--- src/rtl/irq_controller_multi_if.sv ---
// Bundle of request-side inputs and trap-side outputs of irq_controller_multi.
//   master : the CPU/peripheral side, drives requests, masks, enables, exception and MRET
//   slave  : the interrupt controller, returns trap entry, cause, return pulse and line ack
// Clock and reset are kept as plain ports on the controller, not in this bundle.
interface irq_controller_multi_if #(
  parameter int N_IRQ = 16
);
  logic             exception_i;
  logic [N_IRQ-1:0] irq_req_i;
  logic [N_IRQ-1:0] irq_mask_i;
  logic             mie_i;
  logic             mret_i;
  logic             irq_o;
  logic [31:0]      irq_cause_o;
  logic             irq_ret_o;
  logic [N_IRQ-1:0] irq_ack_o;

  modport master (
    output exception_i, irq_req_i, irq_mask_i, mie_i, mret_i,
    input  irq_o, irq_cause_o, irq_ret_o, irq_ack_o
  );

  modport slave (
    input  exception_i, irq_req_i, irq_mask_i, mie_i, mret_i,
    output irq_o, irq_cause_o, irq_ret_o, irq_ack_o
  );
endinterface

--- src/rtl/irq_controller_multi.sv ---
// Multi-line machine-mode interrupt controller.
// Arbitrates N_IRQ request lines (per-line mask, per-line edge/level mode,
// fixed priority with line 0 highest), raises trap entry and mcause, keeps
// exceptions ahead of interrupts and returns from the handler on MRET.
// Ports:
//   clk_i  : clock, all state updates on the rising edge
//   rst_i  : asynchronous active-high reset
//   bus    : irq_controller_multi_if.slave
//            in : exception_i, irq_req_i, irq_mask_i, mie_i, mret_i
//            out: irq_o (take pulse), irq_cause_o, irq_ret_o (return pulse),
//                 irq_ack_o (one-hot serviced line, with irq_ret_o)
module irq_controller_multi #(
  parameter int               N_IRQ      = 16,
  parameter logic [N_IRQ-1:0] EDGE_MASK  = '0,
  parameter int               CAUSE_BASE = 16
) (
  input  logic                  clk_i,
  input  logic                  rst_i,
  irq_controller_multi_if.slave bus
);

  localparam int ID_W = (N_IRQ > 1) ? $clog2(N_IRQ) : 1;

  typedef enum logic [1:0] {
    ST_IDLE    = 2'd0,
    ST_IRQ     = 2'd1,
    ST_EXC     = 2'd2,
    ST_IRQ_EXC = 2'd3
  } state_e;

  state_e           state_q, state_d;
  logic [N_IRQ-1:0] pend_q, pend_d;
  logic [N_IRQ-1:0] req_q, req_d;
  logic [ID_W-1:0]  id_q, id_d;

  logic [N_IRQ-1:0] rise_s;
  logic [N_IRQ-1:0] eff_s;
  logic [N_IRQ-1:0] cand_s;
  logic [N_IRQ-1:0] clr_s;
  logic [ID_W-1:0]  win_id_s;
  logic [ID_W-1:0]  sel_id_s;
  logic             take_s;
  logic             ret_s;
  logic             irq_s;
  logic             irq_ret_s;
  logic [N_IRQ-1:0] irq_ack_s;
  logic [31:0]      irq_cause_s;

  function automatic logic [N_IRQ-1:0] id_to_onehot(input logic [ID_W-1:0] id);
    logic [N_IRQ-1:0] oh;
    for (int k = 0; k < N_IRQ; k++) begin
      oh[k] = (id == ID_W'(k));
    end
    return oh;
  endfunction

  // Edge detection, pending latches and effective per-line requests.
  always_comb begin
    req_d  = bus.irq_req_i;
    // req_q resets to 0, so a line already high at reset release is a rising edge.
    rise_s = bus.irq_req_i & ~req_q;
    eff_s  = (EDGE_MASK & pend_q) | (~EDGE_MASK & bus.irq_req_i);
    cand_s = eff_s & bus.irq_mask_i;
    // Set is ORed in after the clear so a new edge in the take cycle is kept.
    pend_d = (pend_q & ~clr_s) | (rise_s & EDGE_MASK);
  end

  // Fixed-priority arbiter: scan downwards so the lowest set index is last written.
  always_comb begin
    win_id_s = '0;
    for (int k = N_IRQ - 1; k >= 0; k--) begin
      win_id_s = cand_s[k] ? ID_W'(k) : win_id_s;
    end
  end

  // Trap state machine: next state, take/return decisions and captured line id.
  always_comb begin
    state_d = state_q;
    id_d    = id_q;
    take_s  = 1'b0;
    ret_s   = 1'b0;
    case (state_q)
      ST_IDLE: begin
        if (bus.exception_i) begin
          state_d = ST_EXC;
        end else if (bus.mie_i && (|cand_s)) begin
          take_s  = 1'b1;
          id_d    = win_id_s;
          state_d = ST_IRQ;
        end else begin
          state_d = ST_IDLE;
        end
      end
      ST_IRQ: begin
        // An exception in the handler wins over a coincident MRET.
        if (bus.exception_i) begin
          state_d = ST_IRQ_EXC;
        end else if (bus.mret_i) begin
          ret_s   = 1'b1;
          state_d = ST_IDLE;
        end else begin
          state_d = ST_IRQ;
        end
      end
      ST_EXC: begin
        if (bus.exception_i) begin
          state_d = ST_EXC;
        end else if (bus.mret_i) begin
          state_d = ST_IDLE;
        end else begin
          state_d = ST_EXC;
        end
      end
      ST_IRQ_EXC: begin
        if (bus.mret_i && !bus.exception_i) begin
          state_d = ST_IRQ;
        end else begin
          state_d = ST_IRQ_EXC;
        end
      end
      default: begin
        state_d = ST_IDLE;
      end
    endcase
  end

  // Output decode; gated by reset so outputs drop as soon as rst_i rises.
  always_comb begin
    irq_s     = take_s & ~rst_i;
    irq_ret_s = ret_s & ~rst_i;
    clr_s     = irq_s ? (id_to_onehot(win_id_s) & EDGE_MASK) : '0;
    irq_ack_s = irq_ret_s ? id_to_onehot(id_q) : '0;
    // In the take cycle id_q is not yet loaded, so report the arbiter winner.
    sel_id_s  = irq_s ? win_id_s : id_q;
    irq_cause_s = {1'b1, 31'(CAUSE_BASE) + 31'(sel_id_s)};
  end

  assign bus.irq_o       = irq_s;
  assign bus.irq_ret_o   = irq_ret_s;
  assign bus.irq_ack_o   = irq_ack_s;
  assign bus.irq_cause_o = irq_cause_s;

  // State registers with asynchronous reset.
  always_ff @(posedge clk_i or posedge rst_i) begin
    if (rst_i) begin
      state_q <= ST_IDLE;
      pend_q  <= '0;
      req_q   <= '0;
      id_q    <= '0;
    end else begin
      state_q <= state_d;
      pend_q  <= pend_d;
      req_q   <= req_d;
      id_q    <= id_d;
    end
  end

endmodule

--- src/flat_wrapper.sv ---
// flat-port wrapper written by rule: the top's interface ports become plain ports
module irq_controller_multi_flat 
#(
  parameter int               N_IRQ      = 16,
  parameter logic [N_IRQ-1:0] EDGE_MASK  = '0,
  parameter int               CAUSE_BASE = 16
)
  (clk_i, rst_i, bus_exception_i, bus_irq_req_i, bus_irq_mask_i, bus_mie_i, bus_mret_i, bus_irq_o, bus_irq_cause_o, bus_irq_ret_o, bus_irq_ack_o);
  irq_controller_multi_if #(.N_IRQ(N_IRQ)) bus_i ();
  input  logic clk_i;
  input  logic rst_i;
  input wire logic [$bits(bus_i.exception_i)-1:0] bus_exception_i;
  input wire logic [$bits(bus_i.irq_req_i)-1:0] bus_irq_req_i;
  input wire logic [$bits(bus_i.irq_mask_i)-1:0] bus_irq_mask_i;
  input wire logic [$bits(bus_i.mie_i)-1:0] bus_mie_i;
  input wire logic [$bits(bus_i.mret_i)-1:0] bus_mret_i;
  output wire logic [$bits(bus_i.irq_o)-1:0] bus_irq_o;
  output wire logic [$bits(bus_i.irq_cause_o)-1:0] bus_irq_cause_o;
  output wire logic [$bits(bus_i.irq_ret_o)-1:0] bus_irq_ret_o;
  output wire logic [$bits(bus_i.irq_ack_o)-1:0] bus_irq_ack_o;
  assign bus_i.exception_i = bus_exception_i;
  assign bus_i.irq_req_i = bus_irq_req_i;
  assign bus_i.irq_mask_i = bus_irq_mask_i;
  assign bus_i.mie_i = bus_mie_i;
  assign bus_i.mret_i = bus_mret_i;
  assign bus_irq_o = bus_i.irq_o;
  assign bus_irq_cause_o = bus_i.irq_cause_o;
  assign bus_irq_ret_o = bus_i.irq_ret_o;
  assign bus_irq_ack_o = bus_i.irq_ack_o;
  irq_controller_multi #(.N_IRQ(N_IRQ), .EDGE_MASK(EDGE_MASK), .CAUSE_BASE(CAUSE_BASE)) u_core (.clk_i(clk_i), .rst_i(rst_i), .bus(bus_i));
endmodule
--- config.mk ---
export PLATFORM = sky130hd
export DESIGN_NAME = irq_controller_multi_flat
export DESIGN_NICKNAME = d
export VERILOG_FILES = /design/src/rtl/irq_controller_multi_if.sv /design/src/rtl/irq_controller_multi.sv /design/src/flat_wrapper.sv
export SDC_FILE = /design/constraint.sdc
export NUM_CORES = 1
export LEC_CHECK = 0
export BUFFER_PORTS_ARGS = -buffer_cell sky130_fd_sc_hd__buf_2
export CAP_MARGIN = 20
export CORE_MARGIN = 5
export CORE_UTILIZATION = 39
export CTS_BUF_LIST = sky130_fd_sc_hd__clkbuf_8
export DETAILED_ROUTE_END_ITERATION = 10
export PLACE_DENSITY = 0.81
export RECOVER_POWER = 50
export SLEW_MARGIN = 20
export SYNTH_ARGS = -nofsm -noshare
export SYNTH_HDL_FRONTEND = slang
export SYNTH_SLANG_ARGS = --single-unit
export TNS_END_PERCENT = 50
--- constraint.sdc ---
create_clock -name clk_i -period 1.4 [get_ports clk_i]
set_input_delay 0.14 -clock clk_i [delete_from_list [all_inputs] [get_ports clk_i]]
set_output_delay 0.14 -clock clk_i [all_outputs]
set_load 0.02 [all_outputs]
[Word level (Yosys, flattened, before mapping)]
Index checks and enable logic that the tools add are counted.
Storage, ports and cells
  register bits: 6
  output and inout bits: 50
Operators by class
  $add $sub $neg: 1
  equal/unequal tests: 18
  multiplexer cells: 32
  bitwise operators: 5
  reduce and logical (&&, ||, !) cells: 7
Operators by type and width (count)
  $mux W4: 17
  $eq A4 B4 Y1 const B: 8
  $and A16 B16 Y16: 1
  $eq A4 B3 Y1 const B: 4
  $mux W16: 1
  $reduce_or A16 Y1: 1
  $mux W2: 5
  $eq A4 B2 Y1 const B: 2
  $mux W1: 8
  $pmux W2 S4: 1
  $add A5 B4 Y6 const A: 1
  $eq A2 B2 Y1 const B: 2
  $eq A4 B1 Y1 const B: 1
  $logic_not A4 Y1: 1
  $reduce_and A3 Y1: 1
  $and A1 B1 Y1: 2
  $eq A2 B1 Y1 const B: 1
  $logic_and A1 B1 Y1: 2
  $logic_not A2 Y1: 1
  $not A1 Y1: 2
  $logic_not A1 Y1: 1

[Longest topological paths before layout]
Gate-level depths: netlist (run 1).
  depth in word-level cells: 19
  gate-level depth with buffers: 6

[Worst setup path before layout (run 1)]
OpenSTA, ideal clock, no wires.
  path type: reg-to-output
  start: reg u_core.state_q[1]
  end: out bus_irq_ack_o[3]
  arrival time: 1494 ps
  path slack: -234 ps
  stages on the path, launching flop included: 6
  buffers on the path: 0
  path through: dfrtp_1 > nor2_1 > nand4_1 > inv_1 > nand3_1 > nor3_1
Between the ends
  cells in the longest elaborated chain, start to end: 4
Ends and longest elaborated chain
  start: declaration: line irq_controller_multi.sv:31  | state_e state_q, state_d;
  start signal: assignment: line irq_controller_multi.sv:151  | state_q <= state_d;
  $eq A2 B1 Y1: line irq_controller_multi.sv:82  | case (state_q)
  $mux W1: line irq_controller_multi.sv:82
  $and A1 B1 Y1: line irq_controller_multi.sv:130  | irq_ret_s = ret_s & ~rst_i;
  named net bus_irq_ret_o: line flat_wrapper.sv:19  | output wire logic [$bits(bus_i.irq_ret_o)-1:0] bus_irq_ret_o;
  $mux W16: line irq_controller_multi.sv:132  | irq_ack_s = irq_ret_s ? id_to_onehot(id_q) : '0;
  end: declaration: line flat_wrapper.sv:20  | output wire logic [$bits(bus_i.irq_ack_o)-1:0] bus_irq_ack_o;
The timed path passes the listed nets, and every way through them passes these cells.

[Worst setup path after layout (run 1)]
  start: reg u_core.state_q[1]
  end: out bus_irq_cause_o[0]
Between the ends
  cells in the longest elaborated chain, start to end: 5
Ends and longest elaborated chain
  $logic_not A2 Y1: line irq_controller_multi.sv:82
  $mux W1: line irq_controller_multi.sv:82
  $and A1 B1 Y1: line irq_controller_multi.sv:129  | irq_s = take_s & ~rst_i;
  $mux W4: line irq_controller_multi.sv:134  | sel_id_s = irq_s ? win_id_s : id_q;
  $add A5 B4 Y6: line irq_controller_multi.sv:135  | irq_cause_s = {1'b1, 31'(CAUSE_BASE) + 31'(sel_id_s)};
  end: declaration: line flat_wrapper.sv:18  | output wire logic [$bits(bus_i.irq_cause_o)-1:0] bus_irq_cause_o;
No other way between the ends.

==> metrics.txt, run 1 <==
slowest cell delay on critical path 410 ps; Core Box Area 0.00245 mm2; Leak Pwr 0.823 nW; r2r setup slk 70 ps; critical path cell sequence nor4b_4 -> and2_4 -> o21ai_2 -> inv_2 -> nor2_4 -> a31oi_4 -> buf_6; layout cell share with drive strength beyond 1 0.558; Switching Fraction 0.446; maximum clock rate 0.574 GHz; post-route ant nets 0; Sequential Power Share 0.241; routability cong. 0.775; Largest delay share family, worst path simple AND/OR/NAND/NOR gates; DR WL/cell 12.3 um; RR Startpoint u_core.state_q[1]; max_cap viols 0; clock period minus worst slack 1740 ps; Non-Filler Instances 238; synthesis-to-layout area growth 61.6%; most frequent cells in the layout buf_2, conb_1, buf_4; Max VDD drop 0.410 mV; grt total ovfl 0; die height 60.6 um; GRT Max-Usage Layer met2; initial drt markers 19; Max Clock Skew 0.228 ps; Worst Path Class, Setup reg2out; CP max FO 4; TritonCTS Buffers 3; Pwr Total 1.25 mW; die width 60.6 um; Seq/Total Area, Yosys 0.150; routing usage on met1 0.177; Hold Crit Start bus_exception_i; fin nets 247; DRC viols 0; cell area after synthesis 1000 um2; Internal 0.694 mW; worst setup path start u_core.state_q[1]; Psw 0.558 mW; final WL 2940 um; # IOs 87; PD cells 775 mW/mm2; Initial DRT Pass Iterations 4; failing checks setup timing; RSZ-0062 raised after global routing true; Syn Area/Cell 7.69 um2; Tcrit/Tclk final 1.24; first-pass GRT wire length 4440 um; post-route cell area 0.00162 mm2; top cells by area, synth buf_4, dfrtp_1, a22oi_4; Final Setup Violations 22; register area 150 um2; die area 0.00368 mm2; vias 1148; placed cell count 233; Critical path buffers and inverters 2; # fillers 233; CTS tree yes; cells after synthesis 130; vias per cell 4.82; Final WS setup -341 ps; YS warnings 0; met3 Track Usage GR 0.0277; Min-Delay Path Class in2reg; Yosys cell types 35; largest area contributor in the synthesized netlist buf_4; clock share of power 0.202; clk buf depth 2; gr usage total 0.157; vias in the first global route 1104; largest net degree at the start of global routing 10; num rows 18; Hold Violations, Final 0; Clock transition at path regs 30 ps; WP data required 1260 ps; Comb pwr share 0.557; HPWL after detailed placement 2540 um; Ant. Diodes 0; Multi-input gate area 830 um2; crit path launch type register; CP Data Arrival Time 1600 ps; port bufs 58; final slew viol count 0; Yosys top cell area share 0.210; GRT met2 Usage 0.284; DP Worst Slack -134 ps; clk_lat worst skew 220 ps; Root Buffer clkbuf_8; most common cell after layout, fill and taps aside buf_2; outcome complete, but fails checks; critical path endpoint category output port; final hold slack 187 ps; critical path's slowest cell dfrtp_1; clk sinks 6; initial antenna violation count 0; Yosys reg bits 6; Cell Area, Placed 0.00137 mm2; htree depth 1; Initial Utilization 0.407
==> path summary, 6_finish.rpt <==
kind                                      end  cells after the start
hold / removal              u_core.state_q[1]                      2
min in group asynchronous      u_core.id_q[0]                      4
max in group asynchronous   u_core.state_q[0]                      4
setup / recovery           bus_irq_cause_o[0]                      7
setup reg to reg               u_core.id_q[0]                      5
hold reg to reg             u_core.state_q[0]                      2
==> logic make-up after synthesis <==
logic type | count (synthesis) | synth area share
AOI/OAI and AO/OA | 34 | 0.317
DFF | 6 | 0.150
other | 2 | 0.00751
buffers and inverters | 36 | 0.240
and+or+nand+nor | 52 | 0.285
==> registers in the layout (all words and copies together), names as in the netlist <==
name and cells:
u_core.id_q 4, u_core.state_q 2
==> cell type report <==
class                      count  area share
tap                           30      0.0232
clock buffer                   3      0.0256
sequential                     6      0.0930
multi-input combinational    114       0.514
inverter                       7      0.0178
timing repair buffer          78       0.327
==> synth_stat cells, drive strengths merged <==
cell type  number
or3             1
nand2          19
nand2b          2
a21o            2
a32o            1
a22o            2
a21oi           1
nand3           3
nor3            4
inv             7
o21ai          10
conb            2
a32oi           2
a22oi           9
a222oi          1
dfrtp           6
and2b           1
a31oi           4
a31o            1
nor2           16
buf            28
and2            1
o22ai           1
nand4b          1
clkbuf          1
nor4b           1
nand4           3
==> power by group through the flow <==
stage / clock, mW / sequential [mW] / combinational [mW]
2_1_floorplan: 0 / 0.279 / 0.432
3_3_place_gp: 0 / 0.286 / 0.595
3_5_place_dp: 0 / 0.290 / 0.605
4_1_cts: 0.259 / 0.293 / 0.658
5_1_grt: 0.270 / 0.313 / 0.764
6_report: 0.253 / 0.302 / 0.698
==> metal layers <==
metal  part of all wire  routed length (um)
met5                  0                   0
met4              0.018                  53
met3               0.12                 351
met2               0.52                1520
met1               0.34                1010
==> timing repair <==
| item | 4_1_cts | 5_1_grt |
|---|---|---|
| setup endpoints to repair | 22 | 23 |
| hold buffers | 1 | 0 |
| endpoints found under the hold margin | 6 | 0 |
| buffers inserted | 0 | 1 |
| pin swaps | 6 | 12 |
| resized for setup | 19 | 39 |
==> stage by stage <==
| stage | TNS (ps) | utilization |
|---|---|---|
| after floorplan | -1240 | - |
| after global placement | -943 | 0.560 |
| after detailed placement | -1480 | 0.560 |
| after CTS | -6340 | 0.605 |
| after global routing | -6890 | 0.658 |
| final | -5460 | 0.658 |
Note: power is estimated with default switching activity, not from simulation.
==> inputs of run 2 (changes only) <==
--- a/config.mk
+++ b/config.mk
@@ -11,7 +11,7 @@
 export CORE_UTILIZATION = 39
 export CTS_BUF_LIST = sky130_fd_sc_hd__clkbuf_8
 export DETAILED_ROUTE_END_ITERATION = 10
-export PLACE_DENSITY = 0.81
+export PLACE_DENSITY = 0.82
 export RECOVER_POWER = 50
 export SLEW_MARGIN = 20
 export SYNTH_ARGS = -nofsm -noshare
==> run 2 against run 1 <==
  * Cell count down 0.84%
  * Count of clock-buffer cells in the layout unchanged
  * Flip-flop and latch count unchanged
  * Die area unchanged
  * Critical endpoint is now bus_irq_ack_o[8]
  * Clock power up 2%
  * Sequential share of layout area up 0.25 points
  * The run still ends with setup timing left
  * Fmax down 3.7%
  * Combinational power down 3%
  * Clock skew up 3.7 ps
  * Global-route usage down 0.087 points
  * Setup slack worse by 68 ps
==> metrics.txt, run 2 (synthesis gave the netlist of run 1 again) <==
slowest cell delay on critical path 450 ps (+40 ps); critical path endpoint category output port; Hold Violations, Final 0 (unchanged); biggest regs u_core.id_q x4, u_core.state_q x2; reg2reg end u_core.id_q[0]; clock period minus worst slack 1810 ps (+67.8 ps); WP data required 1260 ps (about the same); Final Setup Violations 21 (-4.5%); most frequent cells in the layout buf_2, buf_4, conb_1; grt total ovfl 0 (unchanged); initial antenna violation count 0 (unchanged); Ant. Diodes 0 (unchanged); vias per cell 4.72 (-2.1%); clk sinks 6 (unchanged); layout cell share with drive strength beyond 1 0.553 (-0.00429); max FFs per register 4 (unchanged); path depth of the worst reg2reg path 5 (unchanged); port bufs 58 (unchanged); most common cell after layout, fill and taps aside buf_2; Worst Path Class, Setup reg2out; clock share of power 0.209 (+0.007); Clock transition at path regs 30 ps (about the same); CTS tree yes; clk_lat worst skew 220 ps (about the same); Internal 0.696 mW (+0.34%); Critical path buffers and inverters 1 (-1); PD cells 776 mW/mm2 (about the same); critical path cell sequence nor2_2 -> nand4_1 -> or3_4 -> nor2_1 -> buf_4; final hold slack 180 ps (-6.18 ps); HPWL after detailed placement 2440 um (-3.9%); RSZ-0062 raised after global routing true; outcome complete, but fails checks; post-route ant nets 0 (unchanged); max_cap viols 0 (unchanged); CP Data Arrival Time 1670 ps (+70 ps); first-pass GRT wire length 4390 um (-1.1%); Max VDD drop 0.558 mV (+36%); routability cong. 0.773 (-0.18%); die area 0.00368 mm2 (unchanged); num rows 18 (unchanged); final slew viol count 0 (unchanged); die width 60.6 um (unchanged); Max Clock Skew 3.94 ps (+3.71 ps); placed cell count 231 (-0.86%); Core Util, Final 0.646 (-0.0122); Root Buffer clkbuf_8; DR WL/cell 12.0 um (-2.7%); DRC viols 0 (unchanged); Non-Filler Instances 236 (-0.84%); failing checks setup timing; Worst Hold End u_core.state_q[1]; initial drt markers 25 (+6); Largest Register u_core.id_q; Final WS setup -408 ps (-67.8 ps); die height 60.6 um (unchanged); final WL 2830 um (-3.5%); RR Startpoint u_core.state_q[1]; Switching Fraction 0.434 (-0.0119); clk buf depth 2 (unchanged); maximum clock rate 0.553 GHz (-3.7%); crit path launch type register; TritonCTS Buffers 3 (unchanged); Initial DRT Pass Iterations 4 (unchanged); Psw 0.534 mW (-4.4%); critical path's slowest cell or3_4; vias in the first global route 1093 (-1.0%); Sequential Power Share 0.239 (-0.002); TNS Setup -5420 ps (+36.8 ps); CP max FO 4 (unchanged); Largest delay share family, worst path simple AND/OR/NAND/NOR gates; synthesis-to-layout area growth 58.6%; vias 1115 (-2.9%); htree depth 1 (unchanged); Tcrit/Tclk final 1.29 (+0.0484); Core Box Area 0.00245 mm2 (unchanged); Comb pwr share 0.552 (-0.005); fin nets 245 (-0.81%); Initial Utilization 0.407 (unchanged); Hold Crit Start bus_exception_i; r2r setup slk 50 ps (-20 ps); Min-Delay Path Class in2reg; gr usage total 0.156 (-0.000870); Leak Pwr 0.826 nW (+0.36%); # IOs 87 (unchanged); hold path depth 2 (unchanged); largest net degree at the start of global routing 10 (unchanged)
-- run 2: final cells by class --
type	instances	area, um2
repair buffers	76	513
inverters	7	28.8
clock buffers	3	41.3
flip-flops and latches	6	151
multi-input cells	114	813
fillers	214	870
well taps	30	37.5
-- run 2: metal layers --
metal  up-vias  GRT usage  routed length, um
met5         -          0                  0
met4         0     0.0743                 54
met3         5     0.0298                298
met2        58      0.307               1570
met1       491      0.154                908
li1        561          -                  -
-- run 2: worst max-delay path by stage --
stage                           start            endpoint  slack (ps)  depth (start not counted)
floorplan           u_core.state_q[1]  bus_irq_cause_o[0]        -120                          6
global placement    u_core.state_q[1]  bus_irq_cause_o[0]        -140                          7
detailed placement  u_core.state_q[1]  bus_irq_cause_o[0]        -160                          7
CTS                 u_core.state_q[1]  bus_irq_cause_o[0]        -360                          7
global route        u_core.state_q[1]    bus_irq_ack_o[8]        -480                          5
finish              u_core.state_q[1]    bus_irq_ack_o[8]        -410                          5
-- run 2: what timing repair did --
| action | CTS | global route |
|---|---|---|
| cloned | 0 | 0 |
| hold endpoints to repair | 6 | 0 |
| buffers inserted | 1 | 2 |
| resized for setup | 18 | 32 |
| pin swaps | 5 | 11 |
| endpoints found under the setup margin | 21 | 24 |
| hold buffers | 1 | 0 |
-- run 2: through the flow --
stage / setup WS [ps] / power (mW) / cell area, um2
global route: -477 / 1.32 / 1590
detailed placement: -159 / 0.892 / 1360
finish: -408 / 1.23 / 1590
CTS: -360 / 1.21 / 1480
global placement: -137 / 0.877 / 1360
floorplan: -125 / 0.711 / 1120
-- run 2: power by group through the flow --
stage               sequential [mW]  clock [mW]  combinational (mW)
global route                  0.305       0.278               0.739
detailed placement            0.287           0               0.604
floorplan                     0.279           0               0.432
global placement              0.284           0               0.593
CTS                           0.287       0.265               0.658
finish                        0.294       0.258               0.679
